File: config.mk
export PLATFORM = sky130hd
export DESIGN_NAME = piso_tx8_flat
export DESIGN_NICKNAME = d
export VERILOG_FILES = /design/src/rtl/piso_pkg.sv /design/src/rtl/piso_tx8_if.sv /design/src/rtl/piso_shreg.sv /design/src/rtl/piso_tx8.sv /design/src/flat_wrapper.sv
export SDC_FILE = /design/constraint.sdc
export NUM_CORES = 1
export LEC_CHECK = 0
export ABC_AREA = 0
export CORE_MARGIN = 2
export CORE_UTILIZATION = 46
export DETAILED_ROUTE_END_ITERATION = 7
export HOLD_SLACK_MARGIN = 0.02
export PLACE_DENSITY = 0.78
export SETUP_SLACK_MARGIN = 0.02
export SYNTH_ARGS = -nofsm -noshare
export SYNTH_HDL_FRONTEND = slang
export SYNTH_SLANG_ARGS = --single-unit
File: constraint.sdc
create_clock -name clc -period 1.7 [get_ports clc]
set_input_delay 0.425 -clock clc [delete_from_list [all_inputs] [get_ports clc]]
set_output_delay 0.425 -clock clc [all_outputs]
set_load 0.1 [all_outputs]
File: src/rtl/piso_pkg.sv
// Shared types and defaults for the 8-bit PISO transmitter.
package piso_pkg;
    localparam int WIDTH_DEF = 8;

    typedef enum logic {
        IDLE  = 1'b0,
        SHIFT = 1'b1
    } state_t;
endpackage

File: src/rtl/piso_tx8_if.sv
// Parallel-load handshake and serial output bundle for piso_tx8.
interface piso_tx8_if #(parameter int WIDTH = piso_pkg::WIDTH_DEF);
    logic [WIDTH-1:0] din;
    logic             load_valid;
    logic             load_ready;
    logic             sOut;
    logic             sEn;
    logic             frame_done;
    logic             busy;

    modport master (
        output din, load_valid,
        input  load_ready, sOut, sEn, frame_done, busy
    );

    modport slave (
        input  din, load_valid,
        output load_ready, sOut, sEn, frame_done, busy
    );
endinterface

File: src/rtl/piso_shreg.sv
// WIDTH-bit register with parallel load and zero-filling right shift.
module piso_shreg #(
    parameter int WIDTH = piso_pkg::WIDTH_DEF
) (
    input  logic             clk,
    input  logic             rst_n,
    input  logic             load,
    input  logic             shift,
    input  logic [WIDTH-1:0] d,
    output logic [WIDTH-1:0] q
);
    // load wins over shift so a new frame can start on the last-bit cycle
    always_ff @(posedge clk) begin
        if (!rst_n)     q <= '0;
        else if (load)  q <= d;
        else if (shift) q <= {1'b0, q[WIDTH-1:1]};
    end
endmodule

File: src/rtl/piso_tx8.sv
// LSB-first parallel-in serial-out transmitter with a one-word holding register.
module piso_tx8
    import piso_pkg::*;
#(
    parameter int WIDTH = WIDTH_DEF
) (
    input  logic           clc,
    input  logic           R,
    piso_tx8_if.slave      bus
);
    localparam int CW = (WIDTH > 1) ? $clog2(WIDTH) : 1;
    localparam logic [CW-1:0] CNT_LAST = CW'(WIDTH - 1);

    state_t           state, state_n;
    logic [CW-1:0]    cnt, cnt_n;
    logic [WIDTH-1:0] hold, hold_n;
    logic             hold_full, hold_full_n;
    logic [WIDTH-1:0] sr, sr_d;
    logic             sr_load, sr_shift;
    logic             xfer, last;

    assign bus.load_ready = R && !hold_full;
    assign xfer           = bus.load_valid && bus.load_ready;
    assign last           = (state == SHIFT) && (cnt == CNT_LAST);

    assign bus.sEn        = (state == SHIFT);
    assign bus.sOut       = (state == SHIFT) ? sr[0] : 1'b0;
    assign bus.frame_done = last;
    assign bus.busy       = (state == SHIFT) || hold_full;

    piso_shreg #(.WIDTH(WIDTH)) u_shreg (
        .clk   (clc),
        .rst_n (R),
        .load  (sr_load),
        .shift (sr_shift),
        .d     (sr_d),
        .q     (sr)
    );

    always_ff @(posedge clc) begin
        if (!R) begin
            state     <= IDLE;
            cnt       <= '0;
            hold      <= '0;
            hold_full <= 1'b0;
        end else begin
            state     <= state_n;
            cnt       <= cnt_n;
            hold      <= hold_n;
            hold_full <= hold_full_n;
        end
    end

    always_comb begin
        state_n     = state;
        cnt_n       = cnt;
        hold_n      = hold;
        hold_full_n = hold_full;
        sr_load     = 1'b0;
        sr_shift    = 1'b0;
        sr_d        = bus.din;
        case (state)
            IDLE: begin
                if (xfer) begin
                    sr_load = 1'b1;
                    cnt_n   = '0;
                    state_n = SHIFT;
                end
            end
            SHIFT: begin
                if (!last) begin
                    sr_shift = 1'b1;
                    cnt_n    = cnt + 1'b1;
                    if (xfer) begin
                        hold_n      = bus.din;
                        hold_full_n = 1'b1;
                    end
                end else if (hold_full) begin
                    // held word goes first; load_ready is low so no xfer can collide
                    sr_load     = 1'b1;
                    sr_d        = hold;
                    hold_full_n = 1'b0;
                    cnt_n       = '0;
                end else if (xfer) begin
                    sr_load = 1'b1;
                    cnt_n   = '0;
                end else begin
                    state_n = IDLE;
                end
            end
            default: state_n = IDLE;
        endcase
    end
endmodule

File: src/flat_wrapper.sv
// flat-port wrapper written by rule: the top's interface ports become plain ports
module piso_tx8_flat import piso_pkg::*;
#(
    parameter int WIDTH = WIDTH_DEF
)
  (clc, R, bus_din, bus_load_valid, bus_load_ready, bus_sOut, bus_sEn, bus_frame_done, bus_busy);
  piso_tx8_if #(.WIDTH(WIDTH)) bus_i ();
  input  logic clc;
  input  logic R;
  input wire logic [$bits(bus_i.din)-1:0] bus_din;
  input wire logic [$bits(bus_i.load_valid)-1:0] bus_load_valid;
  output wire logic [$bits(bus_i.load_ready)-1:0] bus_load_ready;
  output wire logic [$bits(bus_i.sOut)-1:0] bus_sOut;
  output wire logic [$bits(bus_i.sEn)-1:0] bus_sEn;
  output wire logic [$bits(bus_i.frame_done)-1:0] bus_frame_done;
  output wire logic [$bits(bus_i.busy)-1:0] bus_busy;
  assign bus_i.din = bus_din;
  assign bus_i.load_valid = bus_load_valid;
  assign bus_load_ready = bus_i.load_ready;
  assign bus_sOut = bus_i.sOut;
  assign bus_sEn = bus_i.sEn;
  assign bus_frame_done = bus_i.frame_done;
  assign bus_busy = bus_i.busy;
  piso_tx8 #(.WIDTH(WIDTH)) u_core (.clc(clc), .R(R), .bus(bus_i));
endmodule
# Word level (Yosys, flattened, before mapping)
# Cells that the tools add are included.
# totals
regBits	21
output_inout_bits	5
word_cells	38
# classes
addsub	1
eq_ne	1
mux	20
n_bitwise	2
n_reduce_logical	9
# op_table
cell	count
$mux W8	5
$mux W1	9
$mux W3	3
$pmux W3 S2	1
$pmux W1 S2	2
$reduce_bool A2 Y1	2
$add A3 B1 Y3 const B	1
$eq A3 B3 Y1 const B	1
$logic_and A1 B1 Y1	3
$reduce_and A3 Y1	1
$not A1 Y1	2
$reduce_and A2 Y1	1
$logic_not A1 Y1	1
$logic_or A1 B1 Y1	1

# Depth between registers and ports, before layout
# depth
ltp_word	8
depth_mapped	8
depth_no_buf	6

# By module
# From an unflattened synthesis, not the netlist that was laid out.
# unflattened
cells_unflattened	114
area_unflattened_um2	1118.6
# by_module_without_submodules
module	instances	cells_each	area_per_inst_um2	seq_area_each_um2
piso_tx8	1	79	699.4	260.2
piso_shreg	1	35	419.2	160.2

# Worst setup path before layout
# Ideal clock, no wire load.
# synth_path
kind	reg-to-output
startpoint	reg u_core.state (netlist: u_core.bus.sEn)
endpoint	out bus_frame_done
arrival_time_ns	1.940
slack_ns	-0.665
stages_incl_launch_ff	3
path_buffers	1
path_cell_list	dfxtp_1 buf_6 and2_1
# synth_between
elab_chain_len	1
# synth_lines
item	line	text
from (decl)	piso_tx8.sv:14	state_t state, state_n;
from (signal assigned)	piso_tx8.sv:47	state <= state_n;
$logic_and A1 B1 Y1	piso_tx8.sv:24	assign last = (state == SHIFT) && (cnt == CNT_LAST);
to (decl)	flat_wrapper.sv:15	output wire logic [$bits(bus_i.frame_done)-1:0] bus_frame_done;
# No other way between the ends.

# Worst setup path after layout
# layout_path
startpoint	reg u_core.cnt[0]
endpoint	out bus_frame_done
# layout_between
elab_chain_len	2
# layout_lines
item	line	text
from (decl)	piso_tx8.sv:15	logic [CW-1:0] cnt, cnt_n;
from (signal assigned)	piso_tx8.sv:48	cnt <= cnt_n;
$eq A3 B3 Y1	piso_tx8.sv:24	
$logic_and A1 B1 Y1	piso_tx8.sv:24	
# No other way between the ends.

==> flow_summary.toml <==
[clock_tree]
cts_tree = "built"
cts-htree-levels = 1
root_buffer = "clkbuf_4"
clock_sink_count = 21
cts_max_path_buffers = 2
cts-buffers-inserted = 3
clk_pin_slew_ps = 110
ctsHoldBuffers = 0
clock_latency_ps = 310

[run]
drv_cap = 0

[global_route]
overflow = 0
grt_max_degree = 13
grt_first_pass_wirelength_microns = 3170
track_usage_pct = 16.2
grt_pass1_vias = 712
grtUsageMet1_pct = 21.5
gr-usage-met3_pct = 2.08
gr-usage-met2_pct = 25.0
antenna_found_initial = 0
grt.busiest_layer = "met2"

[sta]
worstMarginPinSlew_ps = 271
post-route-period-util_pct = 102
fin_crit_ps = 1730
max_freq_mhz = 577
hold_ws_ps = 480
fin_skew_ps = 0.688
rsz0062_at_grt = "yes"
finalHoldViolCount = 0
setup_viol = 1
slew_viol_final = 0
max_slew_margin_pct = 81.9
fin_ws_ps = -31.8
fin_tns_setup_ps = -31.8

[routing]
firstDrtPassIters = 4
viasPerCell = 5.21
drtAntennaViolNets = 0
routedWlPerCell_microns = 12.7
routed_wl_microns = 1830
drc = 0
vias = 750
drt_iter0_drc = 7

[logic_synthesis]
ys_seq_elements = 21
syn_avg_cell_area_sq_um = 10.7
yosys.cell_types.count = 25
syn_nets = 107
yosysWarnings = 0
syn_inst = 94
seq_area_frac_synth_pct = 41.8
synth_area_sq_um = 1010

[finish]
drive_gt1_share_pct = 37.6
final_cells = 144
diodes = 0
nFillCells = 165
fin_area_sq_um = 1330
regArea_sq_um = 428
syn2layout_area_growth_pct = 32.1
final_cell_mix = "mux2i_1, dfxtp_1, nor2_1"
multi_input_area_sq_um = 569
layout.nets = 131

[worst_setup_path]
reg2reg_slack_ps = 60
cp_max_fo = 4
rr_endpoint = "u_core.u_shreg.q[4]"
cp.required_ps = 1270
cp-start-kind = "register"
worstSetupEndpointType = "primary output"
timing.rr.start = "u_core.cnt[0]"
crit_type = "register to primary output"
worst_ep_arrival_time_ps = 1310
reg2regPathDepth = 7

[floorplanning]
rows = 16
core_sq_um = 2020
pin_count = 16
start_util_pct = 49.8
design.die.area_sq_um = 2580
fp.dieH_microns = 50.8
dieWidth_microns = 50.8

[placed_design]
dp_cells = 139
dpl_cell_area_sq_um = 1260
dp_hpwl_microns = 1400
place.gp.congestion = 0.778
place_ws_ps = -162
port-buffer-count = 15

[status]
status = "finished with violations"
violations = "negative setup slack"

[worst_hold_path]
hold_path.startpoint = "u_core.u_shreg.q[7]"
hold_end = "u_core.u_shreg.q[7]"
whs_path_depth = 1
hp-class = "register to register"

[power]
vdd_ir_drop_max_uv = 544
power_per_cell_area_nw_per_um2 = 761
p_leak_uw = 0.000558
[worst max-delay path by stage]
stage / start / to / slack, ps / cells after the start
2_1_floorplan: u_core.cnt[0] / u_core.hold[0] / 50 / 8
3_3_place_gp: bus_load_valid / u_core.u_shreg.q[2] / -120 / 5
3_5_place_dp: R / u_core.hold[3] / -160 / 5
4_1_cts: u_core.cnt[0] / bus_frame_done / -50 / 4
5_1_grt: u_core.cnt[0] / bus_frame_done / -80 / 4
6_report: u_core.cnt[0] / bus_frame_done / -30 / 4
[per-layer routing]
| layer | part of all wire [%] | vias up |
|---|---|---|
| met2 | 46 | 14 |
| met5 | 0 | - |
| met3 | 2.8 | 7 |
| li1 | - | 380 |
| met1 | 48 | 349 |
| met4 | 3.1 | 0 |
[critical path, cell delays in order (launching register included)]
cell and delay (ps):
dfxtp_2 350, ha_4 160, ha_4 160, and2_4 160, buf_12 160
[per-stage QoR]
stage | power (uW) | utilization (%)
finish | 1010 | 65.7
detailed placement | 778 | 62.5
global placement | 772 | 62.5
floorplan | 693 | -
global route | 1060 | 65.7
CTS | 1020 | 65.2
[Yosys cell counts]
| cell type | instances | area share (%) |
|---|---|---|
| dfxtp_1 | 21 | 42 |
| mux2i_1 | 17 | 17 |
| nor2_1 | 10 | 3.7 |
| nor2b_1 | 9 | 5.6 |
| a221o_2 | 7 | 7.8 |
| and2_1 | 4 | 2.5 |
| and2b_2 | 3 | 2.6 |
| buf_6 | 3 | 3.4 |
| a22oi_1 | 2 | 1.5 |
| ha_1 | 2 | 2.5 |
| o21ai_0 | 2 | 1.0 |
| a211o_2 | 1 | 1.0 |
| a21bo_2 | 1 | 1.0 |
| a21oi_1 | 1 | 0.50 |
| a21oi_2 | 1 | 0.87 |
| and2_4 | 1 | 0.87 |
| and3b_1 | 1 | 0.87 |
| buf_4 | 1 | 0.75 |
| clkbuf_1 | 1 | 0.37 |
| inv_1 | 1 | 0.37 |
| nand3_2 | 1 | 1.0 |
| nor3b_1 | 1 | 0.75 |
| o2bb2ai_1 | 1 | 0.87 |
| or2_2 | 1 | 0.62 |
| or2b_2 | 1 | 0.87 |
[cell type report]
class	count	area share, %
clock inverters	1	0.377
well taps	27	2.54
repair buffers	24	20.1
inverters	1	0.282
multi-input cells	67	42.8
clock buffers	3	1.69
flip-flops and latches	21	32.2
[flip-flops by register name (all words and copies together), names as in the netlist]
name              flops
u_core.u_shreg.q      8
u_core.hold           8
u_core.hold_full      1
u_core.cnt            3
u_core.bus.sEn        1
[power by group]
part	internal (uW)	switching, uW
combinational	113	113
sequential	520	23.3
clock	88.0	153
total	721	290
[logic make-up after synthesis]
group	Yosys count	share of synthesized area (%)
mux	17	16.9
fa+ha+maj	2	2.49
compound gates	16	14.6
simple gates	32	19.4
flops	21	41.8
buf+inv	6	4.85
[timing repair]
item / in CTS / in global routing
endpoints found under the hold margin: 0 / 0
gates resized for setup: 8 / 3
setup endpoints to repair: 10 / 5
cloned: 0 / 0
buffers inserted: 0 / 1
No activity file was read; power rests on OpenSTA's default activity.
